`config.mk`:
```
export PLATFORM = sky130hd
export DESIGN_NAME = vga_timing_gen
export DESIGN_NICKNAME = d
export VERILOG_FILES = /design/src/rtl/vga_timing_gen.sv
export SDC_FILE = /design/constraint.sdc
export NUM_CORES = 1
export LEC_CHECK = 0
export ABC_AREA = 1
export CAP_MARGIN = 20
export CORE_MARGIN = 10
export CORE_UTILIZATION = 30
export CTS_BUF_LIST = sky130_fd_sc_hd__clkbuf_8 sky130_fd_sc_hd__clkbuf_16
export DETAILED_ROUTE_END_ITERATION = 8
export GPL_TIMING_DRIVEN = 0
export PLACE_DENSITY_LB_ADDON = 0.25
export SYNTH_ARGS = -nofsm -noshare
export SYNTH_HDL_FRONTEND = slang
export SYNTH_SLANG_ARGS = --single-unit
```
`constraint.sdc`:
```
create_clock -name vgaclk -period 1.6 [get_ports vgaclk]
set_clock_uncertainty 0.2 [all_clocks]
set_input_delay 0.24 -clock vgaclk [delete_from_list [all_inputs] [get_ports vgaclk]]
set_output_delay 0.24 -clock vgaclk [all_outputs]
set_load 0.005 [all_outputs]
```
`src/rtl/vga_timing_gen.sv`:
```
// -----------------------------------------------------------------------------
// vga_timing_gen
// Parametrised VGA timing generator. Free-running pixel/line counters produce
// x/y plus undelayed decodes (active, line_start, frame_start) for the pixel
// generator. Raw de/hsync/vsync are delayed PIX_LAT clocks to line up with the
// generator's colour output, then registered together with the gated RGB so
// every DAC-side output lands PIX_LAT+1 clocks after its counter cycle.
//
// Optional feature macro: TEST_PATTERN_EN
//   defined   -> test_mode=1 replaces r_int/g_int/b_int with 8 colour bars
//   undefined -> test_mode is ignored
//
// Ports:
//   vgaclk                  pixel clock
//   reset                   synchronous, active-high reset
//   r_int/g_int/b_int [7:0] generator colour, PIX_LAT clocks after x/y
//   test_mode               colour-bar select (TEST_PATTERN_EN builds only)
//   x, y [CW-1:0]           current pixel coordinate (registered counters)
//   active                  inside visible region, undelayed
//   line_start              hcnt == 0
//   frame_start             hcnt == 0 and vcnt == 0
//   hsync, vsync            syncs at configured polarity, pipeline-aligned
//   sync_b                  active-low composite sync, pipeline-aligned
//   blank_b                 high in visible region, aligned with r/g/b
//   r, g, b [7:0]           registered DAC colour, zero while blanked
//   frame_count [15:0]      completed frames, wraps silently
// -----------------------------------------------------------------------------
module vga_timing_gen #(
  parameter int H_ACTIVE  = 640,
  parameter int H_FP      = 16,
  parameter int H_SYNC    = 96,
  parameter int H_BP      = 48,
  parameter int V_ACTIVE  = 480,
  parameter int V_FP      = 10,
  parameter int V_SYNC    = 2,
  parameter int V_BP      = 33,
  parameter int HSYNC_POL = 0,
  parameter int VSYNC_POL = 0,
  parameter int PIX_LAT   = 2,
  parameter int CW        = 10
) (
  input  logic          vgaclk,
  input  logic          reset,
  input  logic [7:0]    r_int,
  input  logic [7:0]    g_int,
  input  logic [7:0]    b_int,
  input  logic          test_mode,
  output logic [CW-1:0] x,
  output logic [CW-1:0] y,
  output logic          active,
  output logic          line_start,
  output logic          frame_start,
  output logic          hsync,
  output logic          vsync,
  output logic          sync_b,
  output logic          blank_b,
  output logic [7:0]    r,
  output logic [7:0]    g,
  output logic [7:0]    b,
  output logic [15:0]   frame_count
);

  localparam int H_TOTAL = H_ACTIVE + H_FP + H_SYNC + H_BP;
  localparam int V_TOTAL = V_ACTIVE + V_FP + V_SYNC + V_BP;

  localparam logic [CW-1:0] CNT_ZERO = {CW{1'b0}};
  localparam logic [CW-1:0] CNT_ONE  = {{(CW-1){1'b0}}, 1'b1};
  localparam logic [CW-1:0] H_LAST   = CW'(H_TOTAL - 1);
  localparam logic [CW-1:0] V_LAST   = CW'(V_TOTAL - 1);
  localparam logic [CW-1:0] H_ACT    = CW'(H_ACTIVE);
  localparam logic [CW-1:0] V_ACT    = CW'(V_ACTIVE);
  localparam logic [CW-1:0] H_SS     = CW'(H_ACTIVE + H_FP);
  localparam logic [CW-1:0] H_SE     = CW'(H_ACTIVE + H_FP + H_SYNC);
  localparam logic [CW-1:0] V_SS     = CW'(V_ACTIVE + V_FP);
  localparam logic [CW-1:0] V_SE     = CW'(V_ACTIVE + V_FP + V_SYNC);
  localparam logic          HS_ON    = 1'(HSYNC_POL);
  localparam logic          VS_ON    = 1'(VSYNC_POL);

  // Delay-line word: {de, hs, vs} with syncs stored active-true, plus the
  // colour-bar value when the test pattern is built in.
`ifdef TEST_PATTERN_EN
  localparam int PW = 27;
`else
  localparam int PW = 3;
`endif

  logic [CW-1:0] hcnt_q, hcnt_d;
  logic [CW-1:0] vcnt_q, vcnt_d;
  logic [15:0]   fc_q, fc_d;
  logic          de_raw_s, hs_raw_s, vs_raw_s;
  logic [PW-1:0] raw_s, tap_s;
  logic [23:0]   colour_s;
  logic          hsync_q, hsync_d, vsync_q, vsync_d;
  logic          sync_b_q, sync_b_d, blank_b_q, blank_b_d;
  logic [23:0]   rgb_q, rgb_d;

  // Next-state for pixel, line and frame counters.
  always_comb begin
    hcnt_d = hcnt_q;
    vcnt_d = vcnt_q;
    fc_d   = fc_q;
    if (hcnt_q == H_LAST) begin
      hcnt_d = CNT_ZERO;
      if (vcnt_q == V_LAST) begin
        vcnt_d = CNT_ZERO;
        fc_d   = fc_q + 16'd1;
      end else begin
        vcnt_d = vcnt_q + CNT_ONE;
      end
    end else begin
      hcnt_d = hcnt_q + CNT_ONE;
    end
  end

  // Counter registers.
  always_ff @(posedge vgaclk) begin
    if (reset) begin
      hcnt_q <= CNT_ZERO;
      vcnt_q <= CNT_ZERO;
      fc_q   <= 16'd0;
    end else begin
      hcnt_q <= hcnt_d;
      vcnt_q <= vcnt_d;
      fc_q   <= fc_d;
    end
  end

  assign de_raw_s    = (hcnt_q < H_ACT) && (vcnt_q < V_ACT);
  assign hs_raw_s    = (hcnt_q >= H_SS) && (hcnt_q < H_SE);
  assign vs_raw_s    = (vcnt_q >= V_SS) && (vcnt_q < V_SE);
  assign active      = de_raw_s;
  assign line_start  = (hcnt_q == CNT_ZERO);
  assign frame_start = (hcnt_q == CNT_ZERO) && (vcnt_q == CNT_ZERO);
  assign x           = hcnt_q;
  assign y           = vcnt_q;
  assign frame_count = fc_q;

`ifdef TEST_PATTERN_EN
  localparam logic [CW-1:0] BAR_W = CW'(H_ACTIVE / 8);
  logic [2:0] bar_idx_s;
  // Only the low 3 bits matter: outside the visible area the colour is blanked.
  assign bar_idx_s = 3'(hcnt_q / BAR_W);
  assign raw_s = {de_raw_s, hs_raw_s, vs_raw_s,
                  {8{bar_idx_s[2]}}, {8{bar_idx_s[1]}}, {8{bar_idx_s[0]}}};
`else
  logic unused_test_mode_s;
  assign unused_test_mode_s = test_mode;
  assign raw_s = {de_raw_s, hs_raw_s, vs_raw_s};
`endif

  // PIX_LAT-deep alignment delay; with PIX_LAT=0 the output stage taps the
  // raw decode directly.
  if (PIX_LAT == 0) begin : g_no_delay
    assign tap_s = raw_s;
  end else begin : g_delay
    logic [PW-1:0] dl_q [PIX_LAT];
    logic [PW-1:0] dl_d [PIX_LAT];

    // Shift the decoded word one stage per clock.
    always_comb begin
      dl_d[0] = raw_s;
      for (int i = 1; i < PIX_LAT; i++) begin
        dl_d[i] = dl_q[i-1];
      end
    end

    // Delay-line registers; reset clears de and deasserts both syncs.
    always_ff @(posedge vgaclk) begin
      if (reset) begin
        for (int i = 0; i < PIX_LAT; i++) begin
          dl_q[i] <= {PW{1'b0}};
        end
      end else begin
        dl_q <= dl_d;
      end
    end

    assign tap_s = dl_q[PIX_LAT-1];
  end

  // Colour source selection for the DAC register.
  always_comb begin
`ifdef TEST_PATTERN_EN
    if (test_mode) begin
      colour_s = tap_s[23:0];
    end else begin
      colour_s = {r_int, g_int, b_int};
    end
`else
    colour_s = {r_int, g_int, b_int};
`endif
  end

  // Output-stage next values: polarity, composite sync and blank gating.
  always_comb begin
    hsync_d   = tap_s[PW-2] ? HS_ON : ~HS_ON;
    vsync_d   = tap_s[PW-3] ? VS_ON : ~VS_ON;
    sync_b_d  = ~(tap_s[PW-2] | tap_s[PW-3]);
    blank_b_d = tap_s[PW-1];
    if (tap_s[PW-1]) begin
      rgb_d = colour_s;
    end else begin
      rgb_d = 24'h000000;
    end
  end

  // DAC-side output registers.
  always_ff @(posedge vgaclk) begin
    if (reset) begin
      hsync_q   <= ~HS_ON;
      vsync_q   <= ~VS_ON;
      sync_b_q  <= 1'b1;
      blank_b_q <= 1'b0;
      rgb_q     <= 24'h000000;
    end else begin
      hsync_q   <= hsync_d;
      vsync_q   <= vsync_d;
      sync_b_q  <= sync_b_d;
      blank_b_q <= blank_b_d;
      rgb_q     <= rgb_d;
    end
  end

  assign hsync   = hsync_q;
  assign vsync   = vsync_q;
  assign sync_b  = sync_b_q;
  assign blank_b = blank_b_q;
  assign r       = rgb_q[23:16];
  assign g       = rgb_q[15:8];
  assign b       = rgb_q[7:0];

endmodule
```
==> results of run 1 <==
-- cell usage in the layout (no fill, tap or decap), types with 9 or more instances in the layout --
cell | netlist | final
nand3_1 | 34 | 16
dfxtp_4 | 0 | 19
buf_6 | 3 | 24
nor2_2 | 4 | 11
nor2_1 | 92 | 80
dlygate4sd2_1 | 0 | 62
nand2_1 | 89 | 69
dfxtp_1 | 70 | 34
nand3_2 | 1 | 16
inv_1 | 82 | 71
buf_4 | 0 | 29
dfxtp_2 | 0 | 17
nand2_2 | 2 | 17
clkdlybuf4s50_1 | 0 | 24
nor2_4 | 4 | 9
clkbuf_8 | 0 | 10
-- stage by stage --
stage | area [sq um] | hold slack (ns) | setup WS, ns | total power [mW] | util
after floorplan | 3110 | 0.152 | 0.000124 | 1.90 | -
after global placement | 4190 | 0.172 | -0.565 | 2.04 | 0.425
after detailed placement | 4190 | 0.178 | -0.532 | 2.05 | 0.425
after CTS | 4990 | 0.117 | -0.411 | 3.37 | 0.506
after global routing | 5240 | 0.170 | -0.398 | 3.49 | 0.531
final | 5240 | 0.156 | -0.284 | 3.34 | 0.531
-- flip-flops by register name, indices dropped and copies added, names as in the netlist --
signal	cells
rgb_q	24
frame_count	16
x	10
y	10
g_delay.dl_d	3
tap_s	3
blank_b	1
hsync	1
sync_b	1
vsync	1
-- power groups by stage --
stage	sequential, mW	combinational, mW	clock, mW
global placement	1.82	0.221	0
detailed placement	1.82	0.223	0
global route	1.75	0.280	1.45
floorplan	1.83	0.0746	0
CTS	1.75	0.235	1.39
finish	1.75	0.254	1.34
-- worst max-delay path, cell delays in order, from the launching register on --
cell and delay (ns):
dfxtp_4 0.36, inv_4 0.06, ha_4 0.14, inv_2 0.03
nor2_2 0.08, nand3_2 0.11, nor4_2 0.16, buf_2 0.16
-- layer usage --
metal | part of all wire | up-vias | wire, um | track usage
li1 | - | 1645 | - | -
met1 | 0.40 | 1481 | 4090 | 0.148
met2 | 0.53 | 74 | 5350 | 0.248
met3 | 0.045 | 15 | 457 | 0.0298
met4 | 0.023 | 0 | 237 | 0.0626
met5 | 0 | - | 0 | 0
-- synth_stat cells --
library cell,number,area share
buf_6,3,0.011
xnor2_1,2,0.0057
nand3_2,1,0.0033
dfxtp_1,70,0.46
nor2_4,4,0.015
a21oi_1,14,0.023
o21a_1,1,0.0024
o21ai_0,8,0.013
xor2_1,7,0.020
nand3b_1,3,0.0073
buf_2,2,0.0033
nor4_1,2,0.0041
nand2_1,89,0.11
ha_1,5,0.020
nand4_1,7,0.014
nor2_1,92,0.11
a211oi_1,1,0.0024
nor3_1,1,0.0016
inv_1,82,0.10
nor2_2,4,0.0081
nand4_2,1,0.0041
nand2_2,2,0.0041
nand3_1,34,0.055
clkinv_1,1,0.0012
clkbuf_1,4,0.0049
-- worst paths after layout --
path / startpoint / end / slack (ns) / cells after the start
hold / removal: reset / frame_count[2] / 0.16 / 2
hold reg to reg: tap_s[1] / hsync / 0.19 / 1
setup / recovery: y[1] / frame_start / -0.28 / 7
setup reg to reg: y[1] / frame_count[6] / -0.27 / 11
-- repair_timing --
action,4_1_cts,5_1_grt
endpoints found under the setup margin,101,39
gates cloned,4,0
pin swaps,28,32
buffers inserted,46,7
hold buffers,0,0
hold endpoints to repair,0,0
resized for setup,190,63
-- cell type report --
| cell class | count | share of cell area |
|---|---|---|
| Timing Repair Buffer | 144 | 0.259 |
| Clock buffer | 10 | 0.0263 |
| Buffer | 9 | 0.0127 |
| Sequential cell | 70 | 0.285 |
| Timing Repair inverter | 1 | 0.000956 |
| Inverter | 83 | 0.0628 |
| Multi-Input combinational cell | 278 | 0.313 |
| Clock inverter | 6 | 0.00908 |
| Tap cell | 133 | 0.0318 |
-- cell families (layout without fill, tap and decap cells) --
kind of cell,after synthesis,in the layout,synth area share
xor+xnor,9,9,0.0256
compound gates,24,24,0.0407
simple gates,240,240,0.338
flops,70,70,0.455
buf+inv,92,253,0.120
fa+ha+maj,5,5,0.0203
==> summary.md, run 1 <==
| Metric | Value |
|---|---|
| Fillers | `910` |
| # IOs | `94` |
| Max-Cap Viols | `0` |
| Num CTS Buffers | `9` |
| Number of antenna violations at the first check in global routing | `0` |
| Failing checks | `negative setup slack` |
| Setup crit start kind | `flop` |
| First-pass GRT wire length | `16.1 mm` |
| 1st-pass router iterations | `4` |
| Gate count of the mapped netlist | `440` |
| Rel. slew slack | `0.558` |
| Vias/cell | `4.38` |
| CTS clk-pin slew, worst paths | `0.08 ns` |
| Mapped Area | `3080 sq um` |
| Gp weighted congestion | `0.830` |
| Pwr dens | `638 nW/um^2` |
| Worst-path maximum fanout | `2` |
| Largest net degree at the start of global routing | `14` |
| Setup ws final | `-0.284 ns` |
| CORE AREA | `9860 sq um` |
| Vias in the first global route | `3272` |
| Worst-Margin Slew | `0.663 ns` |
| Crit path capture type | `output pin` |
| Status | `complete, but fails checks` |
| Vias post-DR | `3215` |
| Die width | `121 um` |
| CP Class | `reg2out` |
| Root Buffer | `clkbuf_8` |
| Cell Rows | `36` |
| Storage element area | `1490 sq um` |
| Tcrit/Tclk final | `1.18` |
| WP data required | `1.16 ns` |
| Overflow after GRT | `0` |
| Area occupied by multi-input gates | `1640 sq um` |
| Leak pwr | `2.59 nW` |
| RSZ-0062 raised after global routing | `true` |
| HP Class | `in2reg` |
| Syn nets | `472` |
| Synth warn | `0` |
| Comb pwr share | `0.076` |
| Setup Viol. Count Final | `38` |
| Layout area overhead | `70.2%` |
| Die ar. | `14700 sq um` |
| Detail Route Antenna Nets | `0` |
| Yosys reg bits | `70` |
| Vert. Die Dim | `121 um` |
| Int Pwr | `2.49 mW` |
| Clock sinks | `70` |
| Switching share of power | `0.253` |
| Non-Filler Instances | `734` |
| Nets | `628` |
| Initial Util | `0.312` |
| HPWL after DPL | `6.72 mm` |
| Part of the power in the clock network | `0.400` |
| Port Buffers | `91` |
| Diode count | `0` |
| H-tree levels | `3` |
| Register area share after synthesis | `0.455` |
| Clock Path Buffers | `2` |
| Max-slew violation count | `0` |
| Global Route Usage Sum | `0.136` |
| Drt total wl | `10.1 mm` |
| Syn_area_per_cell | `6.99 sq um` |
| Fmax | `531 MHz` |
| Setup TNS | `-7.64 ns` |
| CTS tree | `built` |
| VDD IR max | `357 uV` |
| # placed instances | `664` |
| First-iteration detailed-routing DRC count | `151` |
| Layout cells sized above 1 | `0.339` |
| Post-DR wirelength/cell | `13.8 um` |
| Skew-Pair Late Insertion Delay | `0.35 ns` |
| Netlist cell types | `25` |
| Net Switching | `0.847 mW` |
| Final min period | `1.88 ns` |
| Final Hold Vio Count | `0` |
| Worst path arrival time | `1.44 ns` |
| Reg power frac | `0.524` |
| DRC | `0` |
Power figures use the tool's default switching activity.
==> inputs of run 2 (changes only) <==
--- a/config.mk
+++ b/config.mk
@@ -7,5 +7,4 @@
 export LEC_CHECK = 0
 export ABC_AREA = 1
-export CAP_MARGIN = 20
 export CORE_MARGIN = 10
 export CORE_UTILIZATION = 30
--- a/constraint.sdc
+++ b/constraint.sdc
@@ -3,3 +3,3 @@
 set_input_delay 0.24 -clock vgaclk [delete_from_list [all_inputs] [get_ports vgaclk]]
 set_output_delay 0.24 -clock vgaclk [all_outputs]
-set_load 0.005 [all_outputs]
+set_load 0.02 [all_outputs]
==> summary.md, run 2 (synthesis gave the netlist of run 1 again) <==
| Metric | Value |
|---|---|
| Max incr delay on CP | `0.36 ns (about the same)` |
| Crit path capture | `frame_start (unchanged)` |
| Crit-path leading delay family | `flip-flops (unchanged)` |
| Leak pwr | `2.41 nW (was 2.59 nW)` |
| Die ar. | `14700 sq um (unchanged)` |
| Overall Power | `3.33 mW (was 3.34 mW)` |
| Diode count | `0 (unchanged)` |
| RR Endpoint | `frame_count[13] (was frame_count[6])` |
| Post-DR wirelength/cell | `13.4 um (was 13.8 um)` |
| First-iteration detailed-routing DRC count | `107 (was 151)` |
| Setup crit start kind | `flop (unchanged)` |
| Cts hold-fix bufs | `0 (unchanged)` |
| CTS tree | `built (unchanged)` |
| HP Class | `in2reg (unchanged)` |
| Nets | `612 (was 628)` |
| Critical Path Stages | `7 (unchanged)` |
| Max-slew violation count | `0 (unchanged)` |
| Setup ws final | `-0.304 ns (was -0.284 ns)` |
| R2r setup slk | `-0.23 ns (was -0.27 ns)` |
| CP Class | `reg2out (unchanged)` |
| Largest net degree at the start of global routing | `14 (unchanged)` |
| Root Buffer | `clkbuf_8 (unchanged)` |
| Gp weighted congestion | `0.831 (was 0.830)` |
| Max-Cap Viols | `0 (unchanged)` |
| VDD IR max | `346 uV (was 357 uV)` |
| Cell Rows | `36 (unchanged)` |
| Vias/cell | `4.43 (was 4.38)` |
| First-pass GRT wire length | `15.1 mm (was 16.1 mm)` |
| Vert. Die Dim | `121 um (unchanged)` |
| Port Buffers | `91 (unchanged)` |
| Die width | `121 um (unchanged)` |
| # IOs | `94 (unchanged)` |
| H-tree levels | `3 (unchanged)` |
| Worst-Margin Slew | `0.513 ns (was 0.663 ns)` |
| Most frequent cells in the layout | `79 x nor2_1, 77 x nand2_1, 73 x inv_1, 51 x dfxtp_1, 47 x dlygate4sd2_1 (was 80 x nor2_1, 71 x inv_1, 69 x nand2_1, 62 x dlygate4sd2_1, 34 x dfxtp_1)` |
| RSZ-0062 raised after global routing | `true (unchanged)` |
| Cells along the critical path | `inv_4 -> ha_4 -> inv_2 -> nor2_4 -> nand3_4 -> nor4_4 -> buf_4 (was inv_4 -> ha_4 -> inv_2 -> nor2_2 -> nand3_2 -> nor4_2 -> buf_2)` |
| Rel. slew slack | `0.658 (was 0.558)` |
| Initial Util | `0.312 (unchanged)` |
| DRC | `0 (unchanged)` |
| CTS clk-pin slew, worst paths | `0.08 ns (about the same)` |
| Final min period | `1.90 ns (was 1.88 ns)` |
| Fmax | `525 MHz (was 531 MHz)` |
| Vias post-DR | `3179 (was 3215)` |
| Skew-Pair Late Insertion Delay | `0.34 ns (was 0.35 ns)` |
| Layout cells sized above 1 | `0.275 (was 0.339)` |
| Hold-critical path depth | `2 (unchanged)` |
| Max reg flops | `24 (unchanged)` |
| Drt total wl | `9.63 mm (was 10.1 mm)` |
| HPWL after DPL | `6.86 mm (was 6.72 mm)` |
| 1st-pass router iterations | `4 (unchanged)` |
| Status | `complete, but fails checks (unchanged)` |
| Clock sinks | `70 (unchanged)` |
| Worst Path Buf+Inv | `3 (unchanged)` |
| Num CTS Buffers | `9 (unchanged)` |
| Setup Viol. Count Final | `38 (unchanged)` |
| R2r worst-path depth | `10 (was 11)` |
| Most common cell after layout, fill and taps aside | `nor2_1 (unchanged)` |
| Worst-path maximum fanout | `2 (unchanged)` |
| Overflow after GRT | `0 (unchanged)` |
| Top reg by flops | `rgb_q (unchanged)` |
| Tcrit/Tclk final | `1.19 (was 1.18)` |
| Detail Route Antenna Nets | `0 (unchanged)` |
| WP data required | `1.16 ns (about the same)` |
| Failing checks | `negative setup slack (unchanged)` |
| Worst path arrival time | `1.46 ns (was 1.44 ns)` |
| CORE AREA | `9860 sq um (unchanged)` |
| Layout area overhead | `61.3% (was 70.2%)` |
| Vias in the first global route | `3135 (was 3272)` |
| Slowest CP cell | `dfxtp_4 (unchanged)` |
| Clock Path Buffers | `2 (unchanged)` |
| Final Hold Vio Count | `0 (unchanged)` |
| Pwr dens | `670 nW/um^2 (was 638 nW/um^2)` |
| Crit path launch | `y[0] (was y[1])` |
| RR Startpoint | `x[0] (was y[1])` |
| Number of antenna violations at the first check in global routing | `0 (unchanged)` |
| Pre-CTS setup slack | `-0.525 ns (was -0.532 ns)` |
| Global Route Usage Sum | `0.127 (was 0.136)` |
| Crit path capture type | `output pin (unchanged)` |
-- run 2: cell types whose count changed in the layout (fill, tap and decap cells not counted), moves of 5 or more --
cell	before	now
dfxtp_2	17	9
nand2_1	69	77
nand3_2	16	10
clkdlybuf4s15_1	0	8
nor2_4	9	14
nand2_2	17	9
dfxtp_4	19	10
clkbuf_2	1	7
dfxtp_1	34	51
buf_6	24	18
dlygate4sd2_1	62	47
-- run 2: worst min-delay path by stage --
stage,to,from
floorplan,rgb_q[0],b_int[0]
global placement,vsync,tap_s[0]
detailed placement,hsync,tap_s[1]
CTS,frame_count[2],reset
global route,frame_count[4],reset
finish,frame_count[2],reset
-- run 2: what timing repair did --
action                                  CTS  global route
pin swaps                                11            29
setup buffers                            25            11
resized for setup                       145            65
gates cloned                              2             1
endpoints found under the setup margin  100            50
endpoints found under the hold margin     0             0
-- run 2: area by class of cell --
type / instances / area, sq um
fill: 957 / 4900
multi-input combinational: 278 / 1630
sequential: 70 / 1450
timing repair buffer: 129 / 1160
inverter: 83 / 327
tap: 133 / 166
clock buffer: 9 / 124
buffer: 8 / 53.8
clock inverter: 7 / 42.5
timing repair inverter: 1 / 5.00
-- run 2: per-layer routing --
layer / vias up / wire length (um) / GRT usage
li1: 1614 / - / -
met1: 1489 / 3910 / 0.139
met2: 67 / 5150 / 0.228
met3: 9 / 442 / 0.0326
met4: 0 / 129 / 0.0522
met5: - / 0 / 0
-- run 2: power breakdown --
group / internal [mW] / switching, mW
Clock: 0.555 / 0.708
Sequential: 1.75 / 0.0124
Combinational: 0.151 / 0.146
-- run 2: through the flow --
stage          hold WS [ns]  cell area, sq um  setup TNS (ns)  utilization  std cells
6_report              0.128              4960           -6.65        0.503        718
5_1_grt               0.143              4960          -10.13        0.503        718
4_1_cts              0.0852              4770           -2.79        0.483        707
3_5_place_dp          0.195              4260           -6.78        0.432        664
3_3_place_gp          0.194              4260           -5.55        0.432        664
2_1_floorplan         0.152              3190               0            -        440
==> inputs of run 3 (changes only) <==
- DONT_BUFFER_PORTS: not set -> 1
- SLEW_MARGIN: not set -> 10
==> summary.md, run 3 (synthesis gave the netlist of run 1 again) <==
| Metric | Value |
|---|---|
| Status | `complete, but fails checks (unchanged)` |
| Failing checks | `negative setup slack (unchanged)` |
| Max reg flops | `24 (unchanged)` |
| Num CTS Buffers | `9 (unchanged)` |
| Cells along the critical path | `inv_4 -> ha_4 -> inv_2 -> nor2_4 -> nand3_4 -> nor4_4 (was inv_4 -> ha_4 -> inv_2 -> nor2_4 -> nand3_4 -> nor4_4 -> buf_4)` |
| Drt total wl | `8.89 mm (was 9.63 mm)` |
| Die width | `121 um (unchanged)` |
| Worst-path maximum fanout | `4 (was 2)` |
| Crit path capture type | `output pin (unchanged)` |
| Largest net degree at the start of global routing | `13 (was 14)` |
| Tcrit/Tclk final | `1.24 (was 1.19)` |
| CTS tree | `built (unchanged)` |
| Worst Path Buf+Inv | `2 (was 3)` |
| R2r worst-path depth | `12 (was 10)` |
| Cell Rows | `36 (unchanged)` |
| Final Hold Vio Count | `0 (unchanged)` |
| Vias in the first global route | `2731 (was 3135)` |
| Worst-Margin Slew | `0.500 ns (was 0.513 ns)` |
| Setup TNS | `-6.70 ns (was -6.65 ns)` |
| H-tree levels | `3 (unchanged)` |
| Top reg by flops | `rgb_q (unchanged)` |
| Gp weighted congestion | `0.818 (was 0.831)` |
| HPWL after DPL | `6.41 mm (was 6.86 mm)` |
| First-pass GRT wire length | `13.9 mm (was 15.1 mm)` |
| CORE AREA | `9860 sq um (unchanged)` |
| Pwr dens | `845 nW/um^2 (was 670 nW/um^2)` |
| R2r setup slk | `-0.33 ns (was -0.23 ns)` |
| # placed instances | `573 (was 664)` |
| Non-Filler Instances | `633 (was 718)` |
| Setup ws final | `-0.391 ns (was -0.304 ns)` |
| Number of antenna violations at the first check in global routing | `1 (was 0)` |
| # IOs | `94 (unchanged)` |
| Rel. slew slack | `0.666 (was 0.658)` |
| First-iteration detailed-routing DRC count | `168 (was 107)` |
| Crit-path leading delay family | `simple AND/OR/NAND/NOR gates (was flip-flops)` |
| HP Class | `in2reg (unchanged)` |
| Slowest CP cell | `dfxtp_4 (unchanged)` |
| Max-Cap Viols | `0 (unchanged)` |
| Layout area overhead | `36.2% (was 61.3%)` |
| RR Endpoint | `frame_count[12] (was frame_count[13])` |
| Global Route Usage Sum | `0.121 (was 0.127)` |
| WP data required | `1.16 ns (about the same)` |
| Post-DR wirelength/cell | `14.0 um (was 13.4 um)` |
| Worst hold endpoint | `frame_count[2] (unchanged)` |
| Port Buffers | `0 (was 91)` |
| VDD IR max | `327 uV (was 346 uV)` |
| Die ar. | `14700 sq um (unchanged)` |
| DRC | `0 (unchanged)` |
| Layout cells sized above 1 | `0.236 (was 0.275)` |
| Overflow after GRT | `0 (unchanged)` |
| Vias post-DR | `2782 (was 3179)` |
| Fmax | `502 MHz (was 525 MHz)` |
| Skew-Pair Late Insertion Delay | `0.35 ns (was 0.34 ns)` |
| Nets | `527 (was 612)` |
| Hold-critical path depth | `2 (unchanged)` |
| Most frequent cells in the layout | `83 x nand2_1, 79 x nor2_1, 77 x inv_1, 44 x dfxtp_1, 26 x nand3_1 (was 79 x nor2_1, 77 x nand2_1, 73 x inv_1, 51 x dfxtp_1, 47 x dlygate4sd2_1)` |
| Clock sinks | `70 (unchanged)` |
| Most common cell after layout, fill and taps aside | `nand2_1 (was nor2_1)` |
| Max-slew violation count | `0 (unchanged)` |
| Max incr delay on CP | `0.39 ns (was 0.36 ns)` |
| Root Buffer | `clkbuf_8 (unchanged)` |
| 1st-pass router iterations | `4 (unchanged)` |
| Vert. Die Dim | `121 um (unchanged)` |
| Final min period | `1.99 ns (was 1.90 ns)` |
| Setup crit start kind | `flop (unchanged)` |
| Worst path arrival time | `1.55 ns (was 1.46 ns)` |
| CP Class | `reg2out (unchanged)` |
| Leak pwr | `1.86 nW (was 2.41 nW)` |
| Vias/cell | `4.39 (was 4.43)` |
| Initial Util | `0.312 (unchanged)` |
| Hold Path Origin | `reset (unchanged)` |
| Detail Route Antenna Nets | `0 (unchanged)` |
| CTS clk-pin slew, worst paths | `0.07 ns (was 0.08 ns)` |
| Clock Path Buffers | `2 (unchanged)` |
| RR Startpoint | `y[1] (was x[0])` |
| Setup Viol. Count Final | `37 (was 38)` |
| RSZ-0062 raised after global routing | `true (unchanged)` |
-- run 3: area by class of cell --
cell class / count / area (sq um)
fill: 1009 / 5670
timing repair buffer: 43 / 422
sequential: 70 / 1460
inverter: 83 / 324
timing repair inverter: 1 / 5.00
antenna: 1 / 2.50
clock inverter: 3 / 42.5
clock buffer: 12 / 176
multi-input combinational: 278 / 1530
buffer: 9 / 65.1
tap: 133 / 166
-- run 3: metal layers --
| metal | vias up | share of wire | global-route usage |
|---|---|---|---|
| met3 | 17 | 0.065 | 0.0503 |
| met2 | 52 | 0.52 | 0.203 |
| met1 | 1270 | 0.39 | 0.128 |
| li1 | 1443 | - | - |
| met4 | 0 | 0.027 | 0.0641 |
| met5 | - | 0 | 0 |
-- run 3: worst reg2reg max path: cells and delay by family, from the launching register on --
family                     cells  cell delay [ns]
and+or+nand+nor                6             0.66
buffers and inverters          5             0.49
DFF                            1             0.39
adders and majority gates      1             0.13
-- run 3: per-stage QoR --
stage | instance area [sq um] | utilization | power [mW] | hold WS (ns) | setup slack [ns]
after floorplan | 3190 | - | 1.94 | 0.152 | 0.0121
after global placement | 3350 | 0.340 | 1.97 | 0.155 | -0.257
after detailed placement | 3350 | 0.340 | 1.97 | 0.156 | -0.262
after CTS | 4050 | 0.411 | 3.62 | 0.0887 | -0.439
after global routing | 4190 | 0.425 | 3.72 | 0.181 | -0.508
final | 4190 | 0.425 | 3.54 | 0.130 | -0.391
-- run 3: repair_timing --
item                       in CTS  in global routing
gates cloned                    2                  1
hold endpoints to repair       24                  0
hold buffers                   24                  0
setup endpoints to repair      37                 37
gates resized for setup        48                 30
pin swaps                      12                 11
setup buffers                  11                  6
-- run 3: worst max-delay path by stage --
| stage | start | endpoint | slack (ns) | depth (start not counted) |
|---|---|---|---|---|
| 2_1_floorplan | y[1] | frame_count[2] | 0.01 | 10 |
| 3_3_place_gp | x[5] | frame_count[2] | -0.26 | 7 |
| 3_5_place_dp | x[0] | x[6] | -0.26 | 8 |
| 4_1_cts | y[1] | frame_start | -0.44 | 6 |
| 5_1_grt | y[1] | frame_start | -0.51 | 6 |
| 6_report | y[1] | frame_start | -0.39 | 6 |
-- run 3: power breakdown --
group          switching (mW)  internal [mW]
clock                   0.667          0.889
sequential             0.0514           1.75
combinational          0.0941         0.0867
total                   0.812           2.73
